## src/rtl/sr_latch_driver_pkg.sv

```systemverilog
// Shared definitions for the SR latch driver: FSM encoding and default timing.
package sr_latch_driver_pkg;
  localparam int DEF_DEBOUNCE_CYCLES = 4;
  localparam int DEF_PULSE_CYCLES    = 3;
  localparam int DEF_CNT_W           = 4;

  typedef enum logic [1:0] {
    IDLE    = 2'd0,
    S_PULSE = 2'd1,
    R_PULSE = 2'd2,
    GAP     = 2'd3
  } state_e;
endpackage

```

## src/rtl/sr_debounce.sv

```systemverilog
// One request channel: 2-flop synchroniser, debounce counter, rising-edge detect.
module sr_debounce
  import sr_latch_driver_pkg::*;
#(
  parameter int DEBOUNCE_CYCLES = DEF_DEBOUNCE_CYCLES,
  parameter int CNT_W           = DEF_CNT_W
) (
  input  logic i_clk,
  input  logic i_rst,
  input  logic i_raw,
  output logic o_rise
);
  localparam logic [CNT_W-1:0] CNT_LAST = CNT_W'(DEBOUNCE_CYCLES - 1);

  logic             r_sync1, r_sync2;
  logic             r_deb, r_deb_prev;
  logic [CNT_W-1:0] r_cnt;

  always_ff @(posedge i_clk) begin
    if (i_rst) begin
      r_sync1    <= 1'b0;
      r_sync2    <= 1'b0;
      r_deb      <= 1'b0;
      r_deb_prev <= 1'b0;
      r_cnt      <= '0;
    end else begin
      r_sync1    <= i_raw;
      r_sync2    <= r_sync1;
      r_deb_prev <= r_deb;
      // any agreement with the current level restarts the qualification run
      if (r_sync2 == r_deb) begin
        r_cnt <= '0;
      end else if (r_cnt == CNT_LAST) begin
        r_deb <= r_sync2;
        r_cnt <= '0;
      end else begin
        r_cnt <= r_cnt + CNT_W'(1);
      end
    end
  end

  assign o_rise = r_deb & ~r_deb_prev;
endmodule

```

## src/rtl/sr_latch_driver.sv

```systemverilog
// Turns bouncy set/reset requests into exclusive fixed-width latch drive pulses;
// reset wins when both are present at the decision point.
module sr_latch_driver
  import sr_latch_driver_pkg::*;
#(
  parameter int DEBOUNCE_CYCLES = DEF_DEBOUNCE_CYCLES,
  parameter int PULSE_CYCLES    = DEF_PULSE_CYCLES,
  parameter int CNT_W           = DEF_CNT_W
) (
  input  logic clk,
  input  logic rst,
  input  logic set_raw,
  input  logic reset_raw,
  output logic s_out,
  output logic r_out,
  output logic busy,
  output logic conflict
);
  localparam logic [CNT_W-1:0] PCNT_LAST = CNT_W'(PULSE_CYCLES - 1);

  logic w_rise_s, w_rise_r;
  logic w_set_req, w_rst_req;

  state_e           r_state, w_nxt_state;
  logic [CNT_W-1:0] r_pcnt, w_nxt_pcnt;
  logic             r_pend_s, r_pend_r, w_nxt_pend_s, w_nxt_pend_r;
  logic             w_nxt_conflict;
  logic             r_s_out, r_r_out, r_busy, r_conflict;

  sr_debounce #(.DEBOUNCE_CYCLES(DEBOUNCE_CYCLES), .CNT_W(CNT_W)) u_deb_set (
    .i_clk (clk),
    .i_rst (rst),
    .i_raw (set_raw),
    .o_rise(w_rise_s)
  );

  sr_debounce #(.DEBOUNCE_CYCLES(DEBOUNCE_CYCLES), .CNT_W(CNT_W)) u_deb_rst (
    .i_clk (clk),
    .i_rst (rst),
    .i_raw (reset_raw),
    .o_rise(w_rise_r)
  );

  assign w_set_req = w_rise_s | r_pend_s;
  assign w_rst_req = w_rise_r | r_pend_r;

  always_comb begin
    w_nxt_state    = r_state;
    w_nxt_pcnt     = r_pcnt;
    w_nxt_pend_s   = r_pend_s | w_rise_s;
    w_nxt_pend_r   = r_pend_r | w_rise_r;
    w_nxt_conflict = 1'b0;
    unique case (r_state)
      IDLE: begin
        w_nxt_pcnt = '0;
        if (w_rst_req) begin
          // reset served; a coincident set is discarded, not deferred
          w_nxt_state    = R_PULSE;
          w_nxt_pend_r   = 1'b0;
          w_nxt_pend_s   = 1'b0;
          w_nxt_conflict = w_set_req;
        end else if (w_set_req) begin
          w_nxt_state  = S_PULSE;
          w_nxt_pend_s = 1'b0;
        end
      end
      S_PULSE, R_PULSE: begin
        if (r_pcnt == PCNT_LAST) begin
          w_nxt_state = GAP;
          w_nxt_pcnt  = '0;
        end else begin
          w_nxt_pcnt = r_pcnt + CNT_W'(1);
        end
      end
      GAP:     w_nxt_state = IDLE;
      default: w_nxt_state = IDLE;
    endcase
  end

  always_ff @(posedge clk) begin
    if (rst) begin
      r_state    <= IDLE;
      r_pcnt     <= '0;
      r_pend_s   <= 1'b0;
      r_pend_r   <= 1'b0;
      r_s_out    <= 1'b0;
      r_r_out    <= 1'b0;
      r_busy     <= 1'b0;
      r_conflict <= 1'b0;
    end else begin
      r_state    <= w_nxt_state;
      r_pcnt     <= w_nxt_pcnt;
      r_pend_s   <= w_nxt_pend_s;
      r_pend_r   <= w_nxt_pend_r;
      r_s_out    <= (w_nxt_state == S_PULSE);
      r_r_out    <= (w_nxt_state == R_PULSE);
      r_busy     <= (w_nxt_state != IDLE);
      r_conflict <= w_nxt_conflict;
    end
  end

  assign s_out    = r_s_out;
  assign r_out    = r_r_out;
  assign busy     = r_busy;
  assign conflict = r_conflict;
endmodule

```

## config.mk

```make
export PLATFORM = sky130hd
export DESIGN_NAME = sr_latch_driver
export DESIGN_NICKNAME = d
export VERILOG_FILES = /design/src/rtl/sr_latch_driver_pkg.sv /design/src/rtl/sr_debounce.sv /design/src/rtl/sr_latch_driver.sv
export SDC_FILE = /design/constraint.sdc
export NUM_CORES = 1
export LEC_CHECK = 0
export ABC_AREA = 1
export CAP_MARGIN = 20
export CORE_ASPECT_RATIO = 0.8
export CORE_MARGIN = 4
export CORE_UTILIZATION = 55
export DETAILED_ROUTE_END_ITERATION = 6
export PLACE_DENSITY = 0.73
export SYNTH_ARGS = -nofsm -noshare
export SYNTH_HDL_FRONTEND = slang
export SYNTH_SLANG_ARGS = --single-unit
```

## constraint.sdc

```tcl
create_clock -name clk -period 1.4 [get_ports clk]
set_input_delay 0.28 -clock clk [delete_from_list [all_inputs] [get_ports clk]]
set_output_delay 0.28 -clock clk [all_outputs]
set_load 0.02 [all_outputs]
```

# [Word-level counts from Yosys, hierarchy flattened]
# Cells that the tools add are included.
[totals] ff_bits=28 inputBits=4 out_inout_bits=4 elab_cells=57
[op_classes] n_addsub=3 n_eq_ne=10 muxes=6 bitwise=10 n_reduce_logical=10
[ops] cell="$add A4 B1 Y4 const B" n=3
[ops] cell="$eq A4 B2 Y1 const B" n=3
[ops] cell="$reduce_or A3 Y1" n=3
[ops] cell="$pmux W4 S2" n=1
[ops] cell="$eq A2 B2 Y1 const B" n=3
[ops] cell="$mux W2" n=3
[ops] cell="$not A1 Y1" n=6
[ops] cell="$pmux W2 S3" n=1
[ops] cell="$eq A2 B1 Y1 const B" n=2
[ops] cell="$mux W4" n=1
[ops] cell="$reduce_and A2 Y1" n=2
[ops] cell="$reduce_bool A2 Y1" n=2
[ops] cell="$reduce_or A2 Y1" n=2
[ops] cell="$and A1 B1 Y1" n=2
[ops] cell="$eq A1 B1 Y1" n=2
[ops] cell="$logic_not A2 Y1" n=1
[ops] cell="$or A1 B1 Y1" n=2

# [Longest topological paths before layout]
[depth] ltp_word=7 ltp_mapped=8 depth_no_buf=8

# [Hierarchy]
# Synthesis repeated with hierarchy kept, for this count alone.
[unflattened] hier_cells=140 area_unflattened_um2=1157.4
[by_module_without_submodules] module="sr_debounce" instances=2 cells_each=38 area_each_um2=314.1 seq_area_each_um2=160.2
[by_module_without_submodules] module="sr_latch_driver" instances=1 cells_each=64 area_each_um2=529.3 seq_area_each_um2=240.2

# [Least setup slack after synthesis]
# OpenSTA, ideal clock, no wires.
[synth_timing] kind="register to register" from="register r_state[1]" to="register r_r_out, in the netlist r_out" setup_ns=0.064 t_arrival_ns=1.106 required_ns=1.336 setup_slack_ns=0.231 stages_incl_launch_ff=9 n_path_buf=0 synth_period_minus_slack_ns=1.169 cell_sequence="dfxtp_1 > inv_1 > ha_1 > inv_1 > nor2_1 > nand2_1 > nand2_2 > nand2_2 > nor2_1"
[synth_via] elab_chain_len=4 word_cells_on_any_way=10 cone_classes="eq/ne (4); mux (4); reduce/logical (2)"
[synth_rtl] element="from (decl)" line_no="sr_latch_driver.sv:24" rtl="state_e r_state, w_nxt_state;"
[synth_rtl] element="from (signal assigned)" line_no="sr_latch_driver.sv:91" rtl="r_state <= w_nxt_state;"
[synth_rtl] element="$eq A2 B1 Y1 (tied with other cells)" line_no="sr_latch_driver.sv:53" rtl="unique case (r_state)"
[synth_rtl] element="$reduce_or A2 Y1 or $mux W2 (tied branches)" line_no="sr_latch_driver.sv:53, sr_latch_driver.sv:56"
[synth_rtl] element="$pmux W2 S3 (*)" line_no="sr_latch_driver.sv:53"
[synth_rtl] element="$eq A2 B2 Y1 (*)" line_no="sr_latch_driver.sv:96" rtl="r_r_out <= (w_nxt_state == R_PULSE);"
[synth_rtl] element="to (signal assigned)" line_no="sr_latch_driver.sv:96"
[synth_rtl] element="to (decl)" line_no="sr_latch_driver.sv:28" rtl="logic r_s_out, r_r_out, r_busy, r_conflict;"
# Every way passes the cells marked *; elsewhere a longest branch is shown, timed or not.
# A chain may end at the register's enable or synchronous reset.

# [Worst setup path after layout]
[layout_timing] from="register r_conflict, in the netlist conflict" to="output port conflict"
[layout_lines] element="from (decl)" line_no="sr_latch_driver.sv:28"
[layout_lines] element="from (signal assigned)" line_no="sr_latch_driver.sv:98" rtl="r_conflict <= w_nxt_conflict;"
[layout_lines] element="to (decl)" line_no="sr_latch_driver.sv:17" rtl="output logic conflict"
# No word-level cell between the ends.

==> results.cfg <==
[clock_network]
cts_tree = yes
htreeDepth = 1
cts_hold_buf = 0
cts_setup_buffers = 0
clk_latency_ns = 0.33
clk_pin_slew_ns = 0.14
cts_sinks = 28
cts-resized-gates = 4
clockRootBuffer = clkbuf_4
clockBufferDepth = 2
cts_buffers = 3

[synthesis]
ys_types = 18
yosysTopAreaCellShare_pct = 49.7
yosys-top-cells-area = dfxtp_1, ha_1, inv_1, nand2_1, nor2_1
synth_edf_count = 0
yosysMostFrequentCell = dfxtp_1
synth.avg_cell_area_um2 = 8.00
synthFlopType = dfxtp_1
synth_largest_area_cell = dfxtp_1
ys_seq_area_share_pct = 49.7
syn_nets = 152
synth-async-reset-ratio_pct = 0
synth_area_um2 = 1130
yosys_warnings = 0
syn_inst = 141
ys_ff_latch = 28
synth_commonest_cells = dfxtp_1, inv_1, nand2_1, nor2_1, a21oi_1

[detailed_routing]
drt_iter0_markers = 18
avgViaCountPerCell = 4.86
firstDrtPassIters = 4
wire_per_inst_um = 10.1
ant_nets = 0
met3_length_um = 102
num_vias = 860
remaining_drc_errors = 0
drt_wl_total_um = 1800
highest_layer = met4
wl_met1_um = 885
met2_length_um = 798

[worst_setup_path]
crit_family = flip-flops
cp_max_fo = 1
worst-path-buf-inv = 1
path_class = reg -> out
crit_chain = dlygate4sd2_1
crit_slowest_cell = dfxtp_1
required_ns = 1.12
arrival_ns = 0.99
cp-start-kind = register
r2r-end = r_out
worstSetupEndpointType = output pin
reg2reg_from = r_state[0]
r2r_setup_slack_ns = 0.13
r2r_cells = 8
max_stage_delay_ns = 0.34

[floorplan]
core_area_um2 = 1910
row_count = 14
io_pins = 8
die_x_um = 58.6
die_h_um = 48.5
start_util_pct = 59.1
die-area_um2 = 2850

[layout]
diodes = 0
fin_nets = 165
register_area_um2 = 562
fin_util_pct = 67.2
fillCellCount = 165
areaGrowthSynthToFinish_pct = 13.7
multi_input_area_um2 = 485
finalNonFillerCells = 177
drive_gt1_share_pct = 13.7

[timing]
fmax_mhz = 784
slew_headroom_pct = 87.4
fin_skew_ns = 0.0101
finalHoldViolCount = 0
drv_slew = 0
grt_setup_unrepaired = no
fin_tns_setup_ns = 0
final-setup-viol-count = 0
period_share_pct = 91.1
min_period_ns = 1.27
timing.hold.ws_ns = 0.426
worst_pin_slew_ns = 0.188

[power]
p_sw_uw = 248
pwr-share-seq_pct = 65.8
irDropWorstVdd_v = 0.000799
power_mw = 1.23
power_density_nw_per_um2 = 956
pwr-share-clk_pct = 31.3
p_comb_share_pct = 2.9
power.share.switching_pct = 20.2
p_int_uw = 980
power_leakage_nw = 0.569

[flow_run]
cap_violations = 0

[outcome]
status = complete, no violations

[min_path]
hp-start = u_deb_set.r_sync1
hold_end = u_deb_set.r_sync2
hold_path_class = reg -> reg
min_path_cells = 2

[grt]
grtUsageTotal_pct = 14.0
overflow = 0
grt_pass1_vias = 763
antenna_found_initial = 0
grt_pass1_wl_um = 3080
grt_max_degree = 16

[place]
io_buffers = 7
placed_cells = 173
gp_congestion = 0.711
place_hpwl_um = 1410
[kinds of logic after synthesis]
group,after synthesis,synth area share (%)
AND/OR/NAND/NOR,59,22.7
flip-flops,28,49.7
adder cells (fa/ha/maj),7,7.76
XOR/XNOR,2,1.55
AO/OA/AOI/OAI,20,9.87
buffers and inverters,25,8.43
[per-stage QoR]
step | area, µm² | worst slack (ns)
floorplan | 1130 | 0.231
global placement | 1240 | 0.116
detailed placement | 1240 | 0.0435
CTS | 1270 | 0.0138
global route | 1280 | 0.0495
finish | 1280 | 0.125
[power groups by stage]
stage | logic [mW] | registers, mW | clock network [mW]
global placement | 0.0346 | 0.825 | 0
finish | 0.0360 | 0.808 | 0.384
detailed placement | 0.0363 | 0.825 | 0
floorplan | 0.0185 | 0.825 | 0
global route | 0.0408 | 0.810 | 0.435
CTS | 0.0362 | 0.808 | 0.396
[worst max path at each step]
stage	start	end	slack [ns]	cells after the start
3_3_place_gp	rst	u_deb_set.r_cnt[0]	0.12	6
2_1_floorplan	r_state[1]	r_out	0.23	8
4_1_cts	r_state[1]	r_out	0.01	8
3_5_place_dp	r_state[1]	r_out	0.04	8
6_report	conflict	conflict	0.13	1
5_1_grt	r_state[0]	r_out	0.05	8
[metal layers]
layer | track usage [%] | vias to the layer above
li1 | - | 467
met1 | 18.2 | 377
met2 | 22.1 | 14
met3 | 4.79 | 2
met4 | 3.40 | 0
met5 | 0 | -
[sequential cells by signal (all words and copies together) (netlist names), 2 cells and up]
| signal | flops |
|---|---|
| r_state | 2 |
| r_pcnt | 4 |
| u_deb_rst.r_cnt | 4 |
| u_deb_set.r_cnt | 4 |
[area by class of cell]
| class | instances | area share [%] |
|---|---|---|
| repair buffers | 9 | 6.24 |
| inverters | 24 | 7.02 |
| well taps | 24 | 2.34 |
| multi-input cells | 88 | 37.8 |
| flip-flops and latches | 28 | 43.8 |
| clock buffers | 4 | 2.83 |
[worst reg2reg max path, stage by stage (launching register included)]
cell and delay, ns:
dfxtp_1 0.36, inv_1 0.10, ha_4 0.29, inv_1 0.04, nor2_1 0.10, nand2_1 0.08
nand2_2 0.08, nand2_2 0.06, nor2_1 0.10
[placed cells by master (no fill, tap or decap), types with 3 or more instances in the layout]
cell type,synthesis,routed
o21ai_0,4,4
nor3_1,3,3
nor2_1,20,20
nand3_1,7,7
dlygate4sd2_1,0,4
ha_1,7,6
dfxtp_1,28,27
a21oi_2,3,3
inv_1,22,22
nand2_1,20,20
clkbuf_4,0,3
a21oi_1,11,11
nand2_2,5,5
clkdlybuf4s50_1,0,3
(Power assumes the default switching activity.)
